[src/rtl/mem_arbiter_if.sv]
// Bus bundle between mem_arbiter, its fetch/load-store requesters and the shared memory.
// slave = arbiter view; master = requesters plus memory view.
interface mem_arbiter_if #(
  parameter int XLEN = 32
);
  logic            if_req;
  logic [XLEN-1:0] if_addr;
  logic            if_ready;
  logic            if_err;
  logic [XLEN-1:0] if_rdata;

  logic            d_req;
  logic            d_we;
  logic [XLEN-1:0] d_addr;
  logic [XLEN-1:0] d_wdata;
  logic [3:0]      d_byte_en;
  logic            d_ready;
  logic            d_err;
  logic [XLEN-1:0] d_rdata;

  logic            mem_req;
  logic            mem_we;
  logic [XLEN-1:0] mem_addr;
  logic [XLEN-1:0] mem_wdata;
  logic [3:0]      mem_byte_en;
  logic            mem_ready;
  logic [XLEN-1:0] mem_rdata;

  modport slave (
    input  if_req, if_addr,
    output if_ready, if_err, if_rdata,
    input  d_req, d_we, d_addr, d_wdata, d_byte_en,
    output d_ready, d_err, d_rdata,
    output mem_req, mem_we, mem_addr, mem_wdata, mem_byte_en,
    input  mem_ready, mem_rdata
  );

  modport master (
    output if_req, if_addr,
    input  if_ready, if_err, if_rdata,
    output d_req, d_we, d_addr, d_wdata, d_byte_en,
    input  d_ready, d_err, d_rdata,
    input  mem_req, mem_we, mem_addr, mem_wdata, mem_byte_en,
    output mem_ready, mem_rdata
  );
endinterface

[src/rtl/mem_arbiter.sv]
// Fetch vs. load/store arbiter for one variable-latency memory port, with a per-transaction watchdog.
// Optional: define MEM_ARB_ROUND_ROBIN_EN to break ties toward the requester that lost the last grant.
module mem_arbiter #(
  parameter int XLEN           = 32,
  parameter int TIMEOUT_CYCLES = 64
) (
  input  logic          clk,
  input  logic          reset,
  mem_arbiter_if.slave  bus
);

  localparam int WD_W = $clog2(TIMEOUT_CYCLES + 1);
  localparam logic [WD_W-1:0] WD_MAX  = WD_W'(TIMEOUT_CYCLES);
  localparam logic [WD_W-1:0] WD_LAST = WD_W'(TIMEOUT_CYCLES - 1);

  typedef enum logic [1:0] {IDLE, BUSY, RESP} state_e;

  state_e          state_q, state_d;
  logic            owner_q, owner_d;
  logic [WD_W-1:0] wd_q, wd_d;
  logic            mem_req_q, mem_req_d;
  logic            mem_we_q, mem_we_d;
  logic [XLEN-1:0] mem_addr_q, mem_addr_d;
  logic [XLEN-1:0] mem_wdata_q, mem_wdata_d;
  logic [3:0]      mem_be_q, mem_be_d;
  logic [XLEN-1:0] if_rdata_q, if_rdata_d;
  logic [XLEN-1:0] d_rdata_q, d_rdata_d;
  logic            if_ready_q, if_ready_d;
  logic            if_err_q, if_err_d;
  logic            d_ready_q, d_ready_d;
  logic            d_err_q, d_err_d;
`ifdef MEM_ARB_ROUND_ROBIN_EN
  logic            last_grant_q, last_grant_d;
`endif

  logic if_want, d_want, pick_data;

  // A requester whose err pulse is on this cycle has not yet had a chance to drop req.
  always_comb begin
    if_want = bus.if_req & ~if_err_q;
    d_want  = bus.d_req & ~d_err_q;
`ifdef MEM_ARB_ROUND_ROBIN_EN
    pick_data = d_want & (~if_want | ~last_grant_q);
`else
    pick_data = d_want;
`endif
  end

  always_comb begin
    state_d     = state_q;
    owner_d     = owner_q;
    wd_d        = wd_q;
    mem_req_d   = mem_req_q;
    mem_we_d    = mem_we_q;
    mem_addr_d  = mem_addr_q;
    mem_wdata_d = mem_wdata_q;
    mem_be_d    = mem_be_q;
    if_rdata_d  = if_rdata_q;
    d_rdata_d   = d_rdata_q;
    if_ready_d  = 1'b0;
    if_err_d    = 1'b0;
    d_ready_d   = 1'b0;
    d_err_d     = 1'b0;
`ifdef MEM_ARB_ROUND_ROBIN_EN
    last_grant_d = last_grant_q;
`endif

    case (state_q)
      IDLE: begin
        wd_d = '0;
        if (if_want | d_want) begin
          owner_d   = pick_data;
          mem_req_d = 1'b1;
          state_d   = BUSY;
`ifdef MEM_ARB_ROUND_ROBIN_EN
          last_grant_d = pick_data;
`endif
          if (pick_data) begin
            mem_we_d    = bus.d_we;
            mem_addr_d  = bus.d_addr;
            mem_wdata_d = bus.d_wdata;
            mem_be_d    = bus.d_byte_en;
          end else begin
            mem_we_d    = 1'b0;
            mem_addr_d  = bus.if_addr;
            mem_wdata_d = '0;
            mem_be_d    = 4'b1111;
          end
        end
      end

      BUSY: begin
        wd_d = (wd_q == WD_MAX) ? wd_q : wd_q + WD_W'(1);
        // Completion is checked first so a same-cycle mem_ready beats the watchdog.
        if (bus.mem_ready) begin
          mem_req_d = 1'b0;
          state_d   = RESP;
          if (owner_q) begin
            d_rdata_d = bus.mem_rdata;
            d_ready_d = 1'b1;
          end else begin
            if_rdata_d = bus.mem_rdata;
            if_ready_d = 1'b1;
          end
        end else if (wd_q == WD_LAST) begin
          mem_req_d = 1'b0;
          state_d   = IDLE;
          if (owner_q) d_err_d  = 1'b1;
          else         if_err_d = 1'b1;
        end
      end

      RESP: begin
        wd_d    = '0;
        state_d = IDLE;
      end

      default: state_d = IDLE;
    endcase
  end

  always_ff @(posedge clk or negedge reset) begin
    if (!reset) begin
      state_q     <= IDLE;
      owner_q     <= 1'b0;
      wd_q        <= '0;
      mem_req_q   <= 1'b0;
      mem_we_q    <= 1'b0;
      mem_addr_q  <= '0;
      mem_wdata_q <= '0;
      mem_be_q    <= '0;
      if_rdata_q  <= '0;
      d_rdata_q   <= '0;
      if_ready_q  <= 1'b0;
      if_err_q    <= 1'b0;
      d_ready_q   <= 1'b0;
      d_err_q     <= 1'b0;
`ifdef MEM_ARB_ROUND_ROBIN_EN
      last_grant_q <= 1'b0;
`endif
    end else begin
      state_q     <= state_d;
      owner_q     <= owner_d;
      wd_q        <= wd_d;
      mem_req_q   <= mem_req_d;
      mem_we_q    <= mem_we_d;
      mem_addr_q  <= mem_addr_d;
      mem_wdata_q <= mem_wdata_d;
      mem_be_q    <= mem_be_d;
      if_rdata_q  <= if_rdata_d;
      d_rdata_q   <= d_rdata_d;
      if_ready_q  <= if_ready_d;
      if_err_q    <= if_err_d;
      d_ready_q   <= d_ready_d;
      d_err_q     <= d_err_d;
`ifdef MEM_ARB_ROUND_ROBIN_EN
      last_grant_q <= last_grant_d;
`endif
    end
  end

  assign bus.mem_req     = mem_req_q;
  assign bus.mem_we      = mem_we_q;
  assign bus.mem_addr    = mem_addr_q;
  assign bus.mem_wdata   = mem_wdata_q;
  assign bus.mem_byte_en = mem_be_q;
  assign bus.if_ready    = if_ready_q;
  assign bus.if_err      = if_err_q;
  assign bus.if_rdata    = if_rdata_q;
  assign bus.d_ready     = d_ready_q;
  assign bus.d_err       = d_err_q;
  assign bus.d_rdata     = d_rdata_q;

endmodule
[src/flat_wrapper.sv]
// flat-port wrapper written by rule: the top's interface ports become plain ports
module mem_arbiter_flat 
#(
  parameter int XLEN           = 32,
  parameter int TIMEOUT_CYCLES = 64
)
  (clk, reset, bus_if_req, bus_if_addr, bus_if_ready, bus_if_err, bus_if_rdata, bus_d_req, bus_d_we, bus_d_addr, bus_d_wdata, bus_d_byte_en, bus_d_ready, bus_d_err, bus_d_rdata, bus_mem_req, bus_mem_we, bus_mem_addr, bus_mem_wdata, bus_mem_byte_en, bus_mem_ready, bus_mem_rdata);
  mem_arbiter_if #(.XLEN(XLEN)) bus_i ();
  input  logic clk;
  input  logic reset;
  input wire logic [$bits(bus_i.if_req)-1:0] bus_if_req;
  input wire logic [$bits(bus_i.if_addr)-1:0] bus_if_addr;
  output wire logic [$bits(bus_i.if_ready)-1:0] bus_if_ready;
  output wire logic [$bits(bus_i.if_err)-1:0] bus_if_err;
  output wire logic [$bits(bus_i.if_rdata)-1:0] bus_if_rdata;
  input wire logic [$bits(bus_i.d_req)-1:0] bus_d_req;
  input wire logic [$bits(bus_i.d_we)-1:0] bus_d_we;
  input wire logic [$bits(bus_i.d_addr)-1:0] bus_d_addr;
  input wire logic [$bits(bus_i.d_wdata)-1:0] bus_d_wdata;
  input wire logic [$bits(bus_i.d_byte_en)-1:0] bus_d_byte_en;
  output wire logic [$bits(bus_i.d_ready)-1:0] bus_d_ready;
  output wire logic [$bits(bus_i.d_err)-1:0] bus_d_err;
  output wire logic [$bits(bus_i.d_rdata)-1:0] bus_d_rdata;
  output wire logic [$bits(bus_i.mem_req)-1:0] bus_mem_req;
  output wire logic [$bits(bus_i.mem_we)-1:0] bus_mem_we;
  output wire logic [$bits(bus_i.mem_addr)-1:0] bus_mem_addr;
  output wire logic [$bits(bus_i.mem_wdata)-1:0] bus_mem_wdata;
  output wire logic [$bits(bus_i.mem_byte_en)-1:0] bus_mem_byte_en;
  input wire logic [$bits(bus_i.mem_ready)-1:0] bus_mem_ready;
  input wire logic [$bits(bus_i.mem_rdata)-1:0] bus_mem_rdata;
  assign bus_i.if_req = bus_if_req;
  assign bus_i.if_addr = bus_if_addr;
  assign bus_if_ready = bus_i.if_ready;
  assign bus_if_err = bus_i.if_err;
  assign bus_if_rdata = bus_i.if_rdata;
  assign bus_i.d_req = bus_d_req;
  assign bus_i.d_we = bus_d_we;
  assign bus_i.d_addr = bus_d_addr;
  assign bus_i.d_wdata = bus_d_wdata;
  assign bus_i.d_byte_en = bus_d_byte_en;
  assign bus_d_ready = bus_i.d_ready;
  assign bus_d_err = bus_i.d_err;
  assign bus_d_rdata = bus_i.d_rdata;
  assign bus_mem_req = bus_i.mem_req;
  assign bus_mem_we = bus_i.mem_we;
  assign bus_mem_addr = bus_i.mem_addr;
  assign bus_mem_wdata = bus_i.mem_wdata;
  assign bus_mem_byte_en = bus_i.mem_byte_en;
  assign bus_i.mem_ready = bus_mem_ready;
  assign bus_i.mem_rdata = bus_mem_rdata;
  mem_arbiter #(.XLEN(XLEN), .TIMEOUT_CYCLES(TIMEOUT_CYCLES)) u_core (.clk(clk), .reset(reset), .bus(bus_i));
endmodule
[config.mk]
export PLATFORM = sky130hd
export DESIGN_NAME = mem_arbiter_flat
export DESIGN_NICKNAME = d
export VERILOG_FILES = /design/src/rtl/mem_arbiter_if.sv /design/src/rtl/mem_arbiter.sv /design/src/flat_wrapper.sv
export SDC_FILE = /design/constraint.sdc
export NUM_CORES = 1
export LEC_CHECK = 0
export CORE_ASPECT_RATIO = 1.4
export CORE_MARGIN = 3
export CORE_UTILIZATION = 40
export DETAILED_ROUTE_END_ITERATION = 8
export PLACE_DENSITY = 0.78
export REMOVE_ABC_BUFFERS = 1
export SETUP_SLACK_MARGIN = 0.5
export SYNTH_ARGS = -nofsm -noshare
export SYNTH_HDL_FRONTEND = slang
export SYNTH_SLANG_ARGS = --single-unit
[constraint.sdc]
create_clock -name clk -period 5.5 [get_ports clk]
set_clock_uncertainty 0.2 [all_clocks]
set_input_delay 1.375 -clock clk [delete_from_list [all_inputs] [get_ports clk]]
set_output_delay 1.375 -clock clk [all_outputs]
set_load 0.01 [all_outputs]
==> results.txt, run 1 <==
The flow ran to the end, and the final reports show no timing, DRC or antenna violations. The final worst-path cycle share came out at 64.0%. The worst setup path is of the in -> reg kind. In the final routed layout, each cell accounts on average for 18.4 um. The sequential area share after synthesis came out at 60.8%. The clock period could shrink to 3.52 ns. Of all flip-flops after synthesis, the portion carrying an async set or reset was 100%.

Once layout is complete, the utilization of the core stands at 64.6%. The number of slew-limit violations in the final report is 0. The number of vias after detailed routing came out at 4339. Buffers added to address setup during post-CTS repair amount to 0.

The count of port buffers added during placement came out at 275. The worst-case IR drop observed on VDD is 0.277 mV. The effective utilization at floorplan is 41.4%. The total overflow reported by the global router is 0. The highest net fanout along the worst path is 36. Among all cell types in the netlist, the one instantiated most often is sky130_fd_sc_hd__dfrtp_1.

The initial antenna violation count came out at 0. TritonCTS built the clock tree. Fill cells in the final layout number 1144. The wire-length estimate of the detail-placed layout is 11800 um. The measured slew at the worst slew-check pin came out at 1.23 ns. The row count came out at 52.

Synthesis instantiated 40 different standard cells from the library. The first detailed-routing pass ran for 4 iterations. Data on the critical path arrives at its endpoint at 3.61 ns.

The combined area of the multi-input logic cells is 2210 um2. Setup violations remaining at the end of the flow were counted as 0. After clock tree synthesis, the clock-pin slew on the worst setup and hold paths is 0.07 ns.

For this run, the top clock speed supported by timing is 284 MHz. For this block, the initial DRC count from the detailed router was 132. STA classifies the critical path endpoint as a register. Setup repair after global routing left no endpoint under its margin.

The number of flops mapped to enable cells by yosys came out at 0. The number of max-cap violations is 0. The count of nets after finishing came out at 809. The horizontal die dimension is 110 um.

The number of resized instances in the post-cts repair step is 0. The y dimension of the die came out at 152 um. The wire length of the first global-routing pass came out at 25200 um. The total power density per cell area came out at 553 nW/um2. The cell type with the largest total area after synthesis is sky130_fd_sc_hd__dfrtp_1.

The number of buffers created by CTS came out at 17. The final routed wirelength across all metal layers came out at 16000 um. The leakage dissipation is 0.00398 uW.

The congestion estimate from routability-driven global placement came to 0.735. The register area is 3700 um2. The worst hold path belongs to the class reg -> reg. The number of global-route vias before repair is 4717. Data on the critical path is required at its endpoint by 5.59 ns. The area overhead of the layout relative to synthesis came out at 56.1%. The core region is 14700 um2.

Yosys printed 0 warnings. The H-tree level count came out at 4. The clock reaches the later pin of the worst-skew pair after 0.41 ns. The proportion of layout cells with a drive suffix above 1 is 20.5%. The cell area after synthesis came out at 6090 um2. The antenna cell count came out at 0. The final setup slack of the worst path is 1.98 ns.

In the synthesized netlist, the cells that appear most often are sky130_fd_sc_hd__dfrtp_1 (148), sky130_fd_sc_hd__mux2_2 (89), sky130_fd_sc_hd__a22o_1 (33). The floorplan die area came out at 16800 um2. The pin count of the biggest net entering global routing is 108.

The normalized max-slew margin came out at 17.5%. Counting flops and latches in the post-synthesis netlist gives 148. The total routing resource utilization after global routing is 19.3%. Counting every sink on the clock net gives 148. After detailed routing, the number of vias per cell comes to 4.98.

For the final routed database, the setup TNS stands at 0 ns. The average size of a mapped cell is 15.4 um2. The number of primary I/O pins is 276. The portion of synthesized cell area occupied by the leading cell type is 60.8%. The worst setup path is launched from an input pin.

The most used flip-flop cell after synthesis is sky130_fd_sc_hd__dfrtp_1. Yosys attributes the largest share of cell area to sky130_fd_sc_hd__dfrtp_1 (61%), sky130_fd_sc_hd__mux2_2 (16%), sky130_fd_sc_hd__mux2_1 (5.4%), sky130_fd_sc_hd__a22o_1 (4.7%), sky130_fd_sc_hd__mux2_4 (2.5%). The clock passes through at most 2 buffers.

The final antenna-violating net count came out at 0. The total power after layout is 5260 uW. The cell sitting at the root of the clock tree is a sky130_fd_sc_hd__clkbuf_16. The hold violation count in the final report was 0. The number of hold buffers added after cts is 0. Synthesis produced a netlist whose cell count is 396. The worst setup slack before clock tree synthesis came out at 1.55 ns. The remaining design rule violation count is 0.
==> kinds of logic (layout without fill, tap and decap cells) <==
group	Yosys count	count (layout)	share of synthesized area [%]
flops	148	148	60.8
fa+ha+maj	2	2	0.411
simple gates	40	40	4.34
compound gates	47	47	6.64
xor+xnor	2	2	0.288
buf+inv	29	315	3.21
mux	128	128	24.3
==> metal layers <==
layer,vias to the layer above,global-route usage [%],routed length [um]
li1,1992,-,-
met1,2160,20.3,5660
met2,163,35.5,8790
met3,24,5.94,1180
met4,0,6.75,379
met5,-,0,0
==> flip-flops by register name (all words and copies together) (netlist names), 2 cells and up <==
name,cells
u_core.bus.mem_addr,32
u_core.wd_q,7
u_core.bus.if_rdata,32
u_core.bus.d_rdata,32
u_core.state_q,2
u_core.bus.mem_byte_en,4
u_core.bus.mem_wdata,32
==> power by group <==
part	total, uW	internal, uW	switching, uW	leakage, uW
combinational	2270	1390	876	0.00190
sequential	1900	1590	307	0.00180
clock	1090	599	492	0.000279
==> final cells by class <==
| type | instances | area share, % |
|---|---|---|
| Tap cell | 189 | 2.49 |
| Clock buffer | 17 | 4.48 |
| Clock inverter | 15 | 1.47 |
| Multi-Input combinational cell | 219 | 23.2 |
| Inverter | 6 | 0.237 |
| Sequential cell | 148 | 39.0 |
| Timing Repair Buffer | 277 | 29.1 |
==> worst paths after layout <==
kind,startpoint,to,slack (ns),depth (start not counted)
min,u_core.bus.d_rdata[28]$_DFFE_PN0P_,u_core.bus.d_rdata[28]$_DFFE_PN0P_,0.29,1
max reg2reg,u_core.state_q[0]$_DFFE_PN0P_,u_core.bus.if_rdata[30]$_DFFE_PN0P_,2.83,3
max in group asynchronous,reset,u_core.bus.mem_wdata[4]$_DFFE_PN0P_,3.09,2
min reg2reg,u_core.bus.d_rdata[28]$_DFFE_PN0P_,u_core.bus.d_rdata[28]$_DFFE_PN0P_,0.29,1
min in group asynchronous,reset,u_core.bus.mem_addr[11]$_DFFE_PN0P_,0.87,1
max,bus_d_req,u_core.bus.mem_addr[21]$_DFFE_PN0P_,1.98,5
==> cells in the final DEF (no fill, tap or decap), types with 4 or more instances in the layout <==
cell	n
sky130_fd_sc_hd__o22a_1	4
sky130_fd_sc_hd__nand3_1	4
sky130_fd_sc_hd__clkbuf_16	17
sky130_fd_sc_hd__mux2_2	89
sky130_fd_sc_hd__nand2_1	6
sky130_fd_sc_hd__nand3b_1	4
sky130_fd_sc_hd__inv_1	6
sky130_fd_sc_hd__dfrtp_1	148
sky130_fd_sc_hd__mux2_1	29
sky130_fd_sc_hd__mux2_4	10
sky130_fd_sc_hd__a22o_1	33
sky130_fd_sc_hd__clkdlybuf4s50_1	274
sky130_fd_sc_hd__inv_8	4
sky130_fd_sc_hd__inv_6	5
==> critical path, stage by stage <==
cell and delay [ns]:
sky130_fd_sc_hd__clkdlybuf4s50_1 0.50, sky130_fd_sc_hd__nand2b_4 0.30, sky130_fd_sc_hd__a211oi_4 0.55, sky130_fd_sc_hd__buf_4 0.48, sky130_fd_sc_hd__mux2_2 0.39
==> through the flow <==
step	cells	hold WS, ns	instance area (um2)
global route	871	0.299	9510
floorplan	373	0.334	5920
global placement	839	0.274	8940
CTS	871	0.297	9510
detailed placement	839	0.281	8940
finish	871	0.292	9510
(Power assumes the default switching activity.)
==> inputs of run 2 (changes only) <==
clock period = 3.35 ns   (was 5.5 ns; I/O delays follow)
==> results.txt, run 2 (synthesis results as in run 1) <==
The highest net fanout along the worst path came to 33 (was 36). The worst endpoint data arrival time is 2.73 ns (was 3.61 ns). The reg2reg setup slack came to 0.98 ns (was 2.83 ns). The number of slew-limit violations in the final report came out at 0 (unchanged). The library cell used as clock root buffer is sky130_fd_sc_hd__clkbuf_16 (unchanged). The worst setup slack before clock tree synthesis came out at 0.312 ns (was 1.55 ns).

The number of global-route vias before repair is 4837 (was 4717). The post-CTS setup buffer count came out at 0 (unchanged). The worst min-delay path category is in -> async (was reg -> reg). The total power after layout came out at 8770 uW (was 5260 uW). The number of primary I/O pins was 276 (unchanged). The number of vias after detailed routing came out at 4379 (was 4339). The y dimension of the die is 152 um (unchanged). The worst-case clock buffer depth is 2 (unchanged). The number of hold buffers added after cts came out at 0 (unchanged).

The critical-path cell with the highest stage delay was sky130_fd_sc_hd__a211o_1 (was sky130_fd_sc_hd__a211oi_4). The hold violation count in the final report came to 0 (unchanged). The antenna cell count is 0 (unchanged). For this run, the top clock speed supported by timing is 387 MHz. The wire length of the first global-routing pass came out at 25200 um (about the same). The insertion delay to the later sink of the worst-skew pair is 0.41 ns (about the same).

The total buffers and inverters traversed by the critical path came to 1 (was 2). The H-tree level count is 4 (unchanged). The startpoint class of the critical path is an input pin (unchanged). The total half-perimeter wirelength after legalization and detailed placement came out at 12100 um (was 11800 um). The final routed wirelength across all metal layers is 16300 um (was 16000 um). The length of the first detailed-routing pass in iterations is 4 (unchanged). The routability-driven placement congestion ratio is 0.715 (was 0.735). The effective utilization at floorplan is 41.4% (unchanged). The measured slew at the worst slew-check pin came to 1.04 ns (was 1.23 ns). The number of buffers created by CTS came out at 17 (unchanged). The worst stage delay on the critical path came to 0.88 ns (was 0.55 ns). Outcome: finished clean (unchanged).

The count of cells along the worst register-to-register path was 3 (unchanged). The total routing resource utilization after global routing came out at 19.4% (was 19.3%). List of cells traversed by the critical path: clkdlybuf4s50_1 > nand2b_4 > a211o_1 > a22o_1 (was clkdlybuf4s50_1 > nand2b_4 > a211oi_4 > buf_4 > mux2_2). The startpoint of the worst register-to-register path is u_core.state_q[0]$_DFFE_PN0P_ (unchanged).

The combined area of the multi-input logic cells is 2210 um2 (unchanged). The area overhead of the layout relative to synthesis came out at 57.6% (was 56.1%). The endpoint of the worst-slack reg-to-reg timing path is u_core.bus.d_rdata[18]$_DFFE_PN0P_ (was u_core.bus.if_rdata[30]$_DFFE_PN0P_). The normalized max-slew margin is 30.5% (was 17.5%).

The pin count of the biggest net entering global routing is 65 (was 108). The clock period minus final worst setup slack is 2.58 ns. The setup TNS came out at 0 ns (unchanged). The endpoint kind of the worst setup timing path is a register (unchanged). The final setup violation count is 0 (unchanged). Commonest cells after routing, fill and taps aside: sky130_fd_sc_hd__clkdlybuf4s50_1 (274), sky130_fd_sc_hd__dfrtp_1 (148), sky130_fd_sc_hd__mux2_2 (89) (unchanged).

The total overflow reported by the global router is 0 (unchanged). The floorplan die area came to 16800 um2 (unchanged). The final setup slack of the worst path is 0.766 ns (was 1.98 ns).

The remaining design rule violation count is 0 (unchanged). The count of port buffers added during placement is 275 (unchanged). The detail-routed net length per standard cell is 18.7 um (was 18.4 um). The final antenna-violating net count is 0 (unchanged). The count of nets after finishing is 813 (was 809). The leakage dissipation is 0.00402 uW (was 0.00398 uW).

The clock-pin slew on the worst setup and hold paths is 0.07 ns (about the same). The critical path required time is 3.49 ns (was 5.59 ns). The total power density per cell area came out at 913 nW/um2 (was 553 nW/um2).

The register area is 3700 um2 (unchanged). The horizontal die dimension came out at 110 um (unchanged). In the finished design, the share of the clock period the worst path needs comes to 77.1%. The proportion of layout cells with a drive suffix above 1 came to 21.0% (was 20.5%).

The most common library cell in the layout ignoring fill and taps was sky130_fd_sc_hd__clkdlybuf4s50_1 (unchanged). RSZ-0062 raised after global routing: false (unchanged). The initial antenna violation count came out at 0 (unchanged). The kind of cell with the highest combined delay on the critical path is compound AO/OA/AOI/OAI gates (was buffers and inverters).

The ratio of routed vias to standard cells came to 5.00 (was 4.98). The filler cell count in the final layout is 1111 (was 1144). The core box area is 14700 um2 (unchanged).

The first-iteration detailed-routing DRC count is 160 (was 132). The number of resized instances in the post-cts repair step came out at 0 (unchanged). The number of max-cap violations came out at 0 (unchanged). The worst supply voltage drop on vdd is 0.479 mV (was 0.277 mV). The TritonCTS clock tree was built (unchanged). The row count came out at 52 (unchanged).

The critical path class is in -> reg (unchanged). The number of sinks handled by clock tree synthesis is 148 (unchanged).
run 2: cell count changes in the layout (fill, tap and decap cells not counted), sizes merged:
cell | previous run | this run
buf | 3 | 7
bufinv | 0 | 1
clkinv | 5 | 4
run 2: worst reg2reg max path: stages (launching register included):
cell                      delay [ns]
sky130_fd_sc_hd__dfrtp_1        0.80
sky130_fd_sc_hd__and2b_1        0.31
sky130_fd_sc_hd__nand3_4        0.43
sky130_fd_sc_hd__mux2_1         0.51
run 2: area by class of cell:
| type | instances | area share, % |
|---|---|---|
| repair buffers | 281 | 29.6 |
| inverters | 6 | 0.235 |
| clock buffers | 17 | 4.43 |
| clock inverters | 15 | 1.72 |
| flip-flops and latches | 148 | 38.6 |
| multi-input cells | 219 | 23.0 |
| well taps | 189 | 2.46 |
run 2: stage by stage:
step | std cells | utilization [%] | cell area, um2 | hold slack (ns)
global placement | 843 | 61.3 | 9010 | 0.273
global route | 875 | 65.3 | 9600 | 0.213
floorplan | 373 | - | 5920 | 0.334
finish | 875 | 65.3 | 9600 | 0.201
CTS | 875 | 65.3 | 9600 | 0.219
detailed placement | 843 | 61.3 | 9010 | 0.280
run 2: routing by layer:
layer  wire, um  share of wire [%]  global-route usage (%)
met4        571                3.5                    8.45
met1       5620                 34                    20.1
met2       8840                 54                    35.3
met3       1290                7.9                    5.48
met5          0                  0                       0
run 2: worst max-delay path by stage:
stage	start	endpoint	depth (start not counted)
floorplan	bus_d_req	u_core.bus.mem_addr[0]$_DFFE_PN0P_	3
global placement	bus_d_req	u_core.bus.mem_wdata[20]$_DFFE_PN0P_	4
detailed placement	bus_d_req	u_core.bus.mem_wdata[19]$_DFFE_PN0P_	4
CTS	bus_d_req	u_core.bus.mem_wdata[30]$_DFFE_PN0P_	4
global route	bus_d_req	u_core.bus.mem_wdata[26]$_DFFE_PN0P_	4
finish	bus_d_req	u_core.bus.mem_wdata[30]$_DFFE_PN0P_	4
run 2: power breakdown:
group          switching [uW]  total (uW)  internal (uW)
Clock                     826        1890           1060
Combinational            1440        3750           2320
Sequential                512        3120           2610
Total                    2780        8770           5990
==> inputs of run 3 (changes only) <==
clock period = 2.5 ns   (was 3.35 ns; I/O delays follow)
==> results.txt, run 3 (synthesis results as in run 1) <==
Timing would allow up to 517 MHz. The number of max-cap violations came out at 0 (unchanged). The register area came to 3700 um2 (about the same). The core box area is 14700 um2 (unchanged). The final routed wirelength across all metal layers is 17300 um (was 16300 um). The final antenna-violating net count is 0 (unchanged). The highest net fanout along the worst path is 2 (was 33). The worst supply voltage drop on vdd is 0.703 mV (was 0.479 mV). The wire length of the first global-routing pass is 26300 um (was 25200 um). The total overflow reported by the global router came out at 0 (unchanged). The floorplan die area came out at 16800 um2 (unchanged). The count of port buffers added during placement is 275 (unchanged). The setup TNS is 0 ns (unchanged).

Of the available clock period, the critical path in the final layout requires 77.3%. The worst stage delay on the critical path came to 0.39 ns (was 0.88 ns). The worst hold path begins at u_core.bus.d_rdata[12]$_DFFE_PN0P_. The detail-routed net length per standard cell came to 19.3 um (was 18.7 um). The leakage dissipation is 0.00452 uW (was 0.00402 uW).

The pin count of the biggest net entering global routing came out at 50 (was 65). The clock-pin slew on the worst setup and hold paths was 0.07 ns (about the same). The proportion of layout cells with a drive suffix above 1 is 23.6% (was 21.0%). The met2 track demand over resource in global routing is 37.9% (was 35.3%). Outcome: finished clean (unchanged). The startpoint class of the critical path was a register (was input pin).

The hold violation count in the final report is 0 (unchanged). The startpoint of the worst register-to-register path is u_core.state_q[1]$_DFFE_PN0P_ (was u_core.state_q[0]$_DFFE_PN0P_). The total routing resource utilization after global routing was 20.5% (was 19.4%). The y dimension of the die is 152 um (unchanged).

The routability-driven placement congestion ratio came to 0.725 (was 0.715). The path with the worst hold slack has its endpoint at u_core.bus.d_rdata[12]$_DFFE_PN0P_. The worst setup slack before clock tree synthesis is 0.0349 ns (was 0.312 ns).

The TritonCTS clock tree was built (unchanged). The total power density per cell area came out at 1170 nW/um2 (was 913 nW/um2). The highest-utilization routing layer at the global route stage is met2 (unchanged). The worst min-delay path category was reg -> reg (was in -> async). The filler cell count in the final layout is 1137 (was 1111). The combined area of the multi-input logic cells came out at 2250 um2 (was 2210 um2). The endpoint of the worst-slack reg-to-reg timing path is u_core.bus.d_rdata[0]$_DFFE_PN0P_ (was u_core.bus.d_rdata[18]$_DFFE_PN0P_). The critical-path cell with the highest stage delay was sky130_fd_sc_hd__dfrtp_1 (was sky130_fd_sc_hd__a211o_1).

The remaining design rule violation count is 0 (unchanged). The design area came out at 9830 um2 (was 9600 um2). The library cell used as clock root buffer was sky130_fd_sc_hd__clkbuf_16 (unchanged). List of cells traversed by the critical path: dlygate4sd2_1 (was clkdlybuf4s50_1 > nand2b_4 > a211o_1 > a22o_1). The end-of-flow core utilization is 66.8% (was 65.3%). Commonest cells after routing, fill and taps aside: sky130_fd_sc_hd__dfrtp_1 (147), sky130_fd_sc_hd__dlygate4sd2_1 (140), sky130_fd_sc_hd__clkdlybuf4s50_1 (133) (was sky130_fd_sc_hd__clkdlybuf4s50_1 (274), sky130_fd_sc_hd__dfrtp_1 (148), sky130_fd_sc_hd__mux2_2 (89)). The clock period minus final worst setup slack is 1.93 ns. The antenna cell count is 0 (unchanged). The count of cells along the worst register-to-register path is 4 (was 3). The most common library cell in the layout ignoring fill and taps is sky130_fd_sc_hd__dfrtp_1 (was sky130_fd_sc_hd__clkdlybuf4s50_1). The total half-perimeter wirelength after legalization and detailed placement is 12600 um (was 12100 um). The H-tree level count is 4 (unchanged). The length of the first detailed-routing pass in iterations came out at 4 (unchanged). The number of primary I/O pins is 276 (unchanged).

The total placed instance area came out at 9170 um2 (was 9010 um2). The final setup violation count came out at 0 (unchanged). The first-iteration detailed-routing DRC count is 127 (was 160). The reg2reg setup slack was 0.59 ns (was 0.98 ns). RSZ-0062 raised after global routing: false (unchanged).

The depth of the worst hold-timing path came out at 1. The final setup slack of the worst path came out at 0.567 ns (was 0.766 ns). The number of vias after detailed routing came out at 4525 (was 4379). The horizontal die dimension is 110 um (unchanged). The total power after layout came out at 11500 uW (was 8770 uW).

The number of global-route vias before repair is 5006 (was 4837). The critical path class is reg -> out (was in -> reg). The worst endpoint data arrival time is 1.11 ns (was 2.73 ns).

The number of sinks handled by clock tree synthesis is 148 (unchanged). The endpoint kind of the worst setup timing path was an output port (was register). The worst-case clock buffer depth came out at 2 (unchanged).

The normalized max-slew margin was 55.3% (was 30.5%). The met1 track demand over resource is 20.3% (was 20.1%). The measured slew at the worst slew-check pin was 0.665 ns (was 1.04 ns). The met3 layer usage reported by global route came out at 6.37% (was 5.48%).

The ratio of routed vias to standard cells came to 5.04 (was 5.00). The critical path required time is 1.67 ns (was 3.49 ns). The initial antenna violation count is 0 (unchanged). The row count came out at 52 (unchanged). The count of nets after finishing is 836 (was 813).

The area overhead of the layout relative to synthesis is 61.4% (was 57.6%). The insertion delay to the later sink of the worst-skew pair is 0.42 ns (was 0.41 ns). The kind of cell with the highest combined delay on the critical path was flip-flops (was compound AO/OA/AOI/OAI gates).

The total buffers and inverters traversed by the critical path came to 1 (unchanged). The number of slew-limit violations in the final report came out at 0 (unchanged). The number of buffers created by CTS is 17 (unchanged). The effective utilization at floorplan came to 41.4% (unchanged).
==> run 3: cell type report <==
| type | count | area share, % |
|---|---|---|
| Clock buffer | 17 | 4.33 |
| Clock inverter | 15 | 1.88 |
| Inverter | 6 | 0.229 |
| Multi-Input combinational cell | 219 | 22.9 |
| Sequential cell | 148 | 37.7 |
| Tap cell | 189 | 2.41 |
| Timing Repair Buffer | 304 | 30.5 |
==> run 3: through the flow <==
stage	instances	hold WS, ns
floorplan	373	0.129
global placement	856	0.274
detailed placement	856	0.281
CTS	894	0.291
global route	898	0.312
finish	898	0.286
==> run 3: timing repair <==
item / in CTS / in global routing
hold buffers: 1 / 0
gates cloned: 2 / 2
setup buffers: 3 / 2
setup endpoints to repair: 158 / 99
gates resized for setup: 141 / 15
pin swaps: 2 / 2
endpoints found under the hold margin: 45 / 0
==> run 3: worst max path at each step <==
stage                                             start                                  end  slack [ns]  depth (start not counted)
floorplan                                     bus_d_req   u_core.bus.mem_addr[0]$_DFFE_PN0P_       -0.93                          3
global placement                             bus_if_req  u_core.bus.mem_addr[26]$_DFFE_PN0P_        0.04                          5
detailed placement                        bus_mem_ready  u_core.bus.if_rdata[30]$_DFFE_PN0P_        0.03                          5
CTS                                          bus_if_req  u_core.bus.mem_addr[19]$_DFFE_PN0P_        0.48                          5
global route              u_core.state_q[1]$_DFFE_PN0P_  u_core.bus.if_rdata[13]$_DFFE_PN0P_        0.49                          4
finish              u_core.bus.if_rdata[27]$_DFFE_PN0P_                     bus_if_rdata[27]        0.57                          1
==> run 3: report_power, final <==
group	total, uW	switching [uW]	internal, uW
registers	4110	607	3500
clock network	2610	1090	1520
logic	4790	2080	2710
total	11500	3780	7740
==> run 3: layer usage <==
| layer | vias up | part of all wire (%) |
|---|---|---|
| li1 | 2055 | - |
| met1 | 2235 | 34 |
| met5 | - | 0 |
| met4 | 0 | 3.2 |
| met3 | 38 | 7.9 |
| met2 | 197 | 55 |
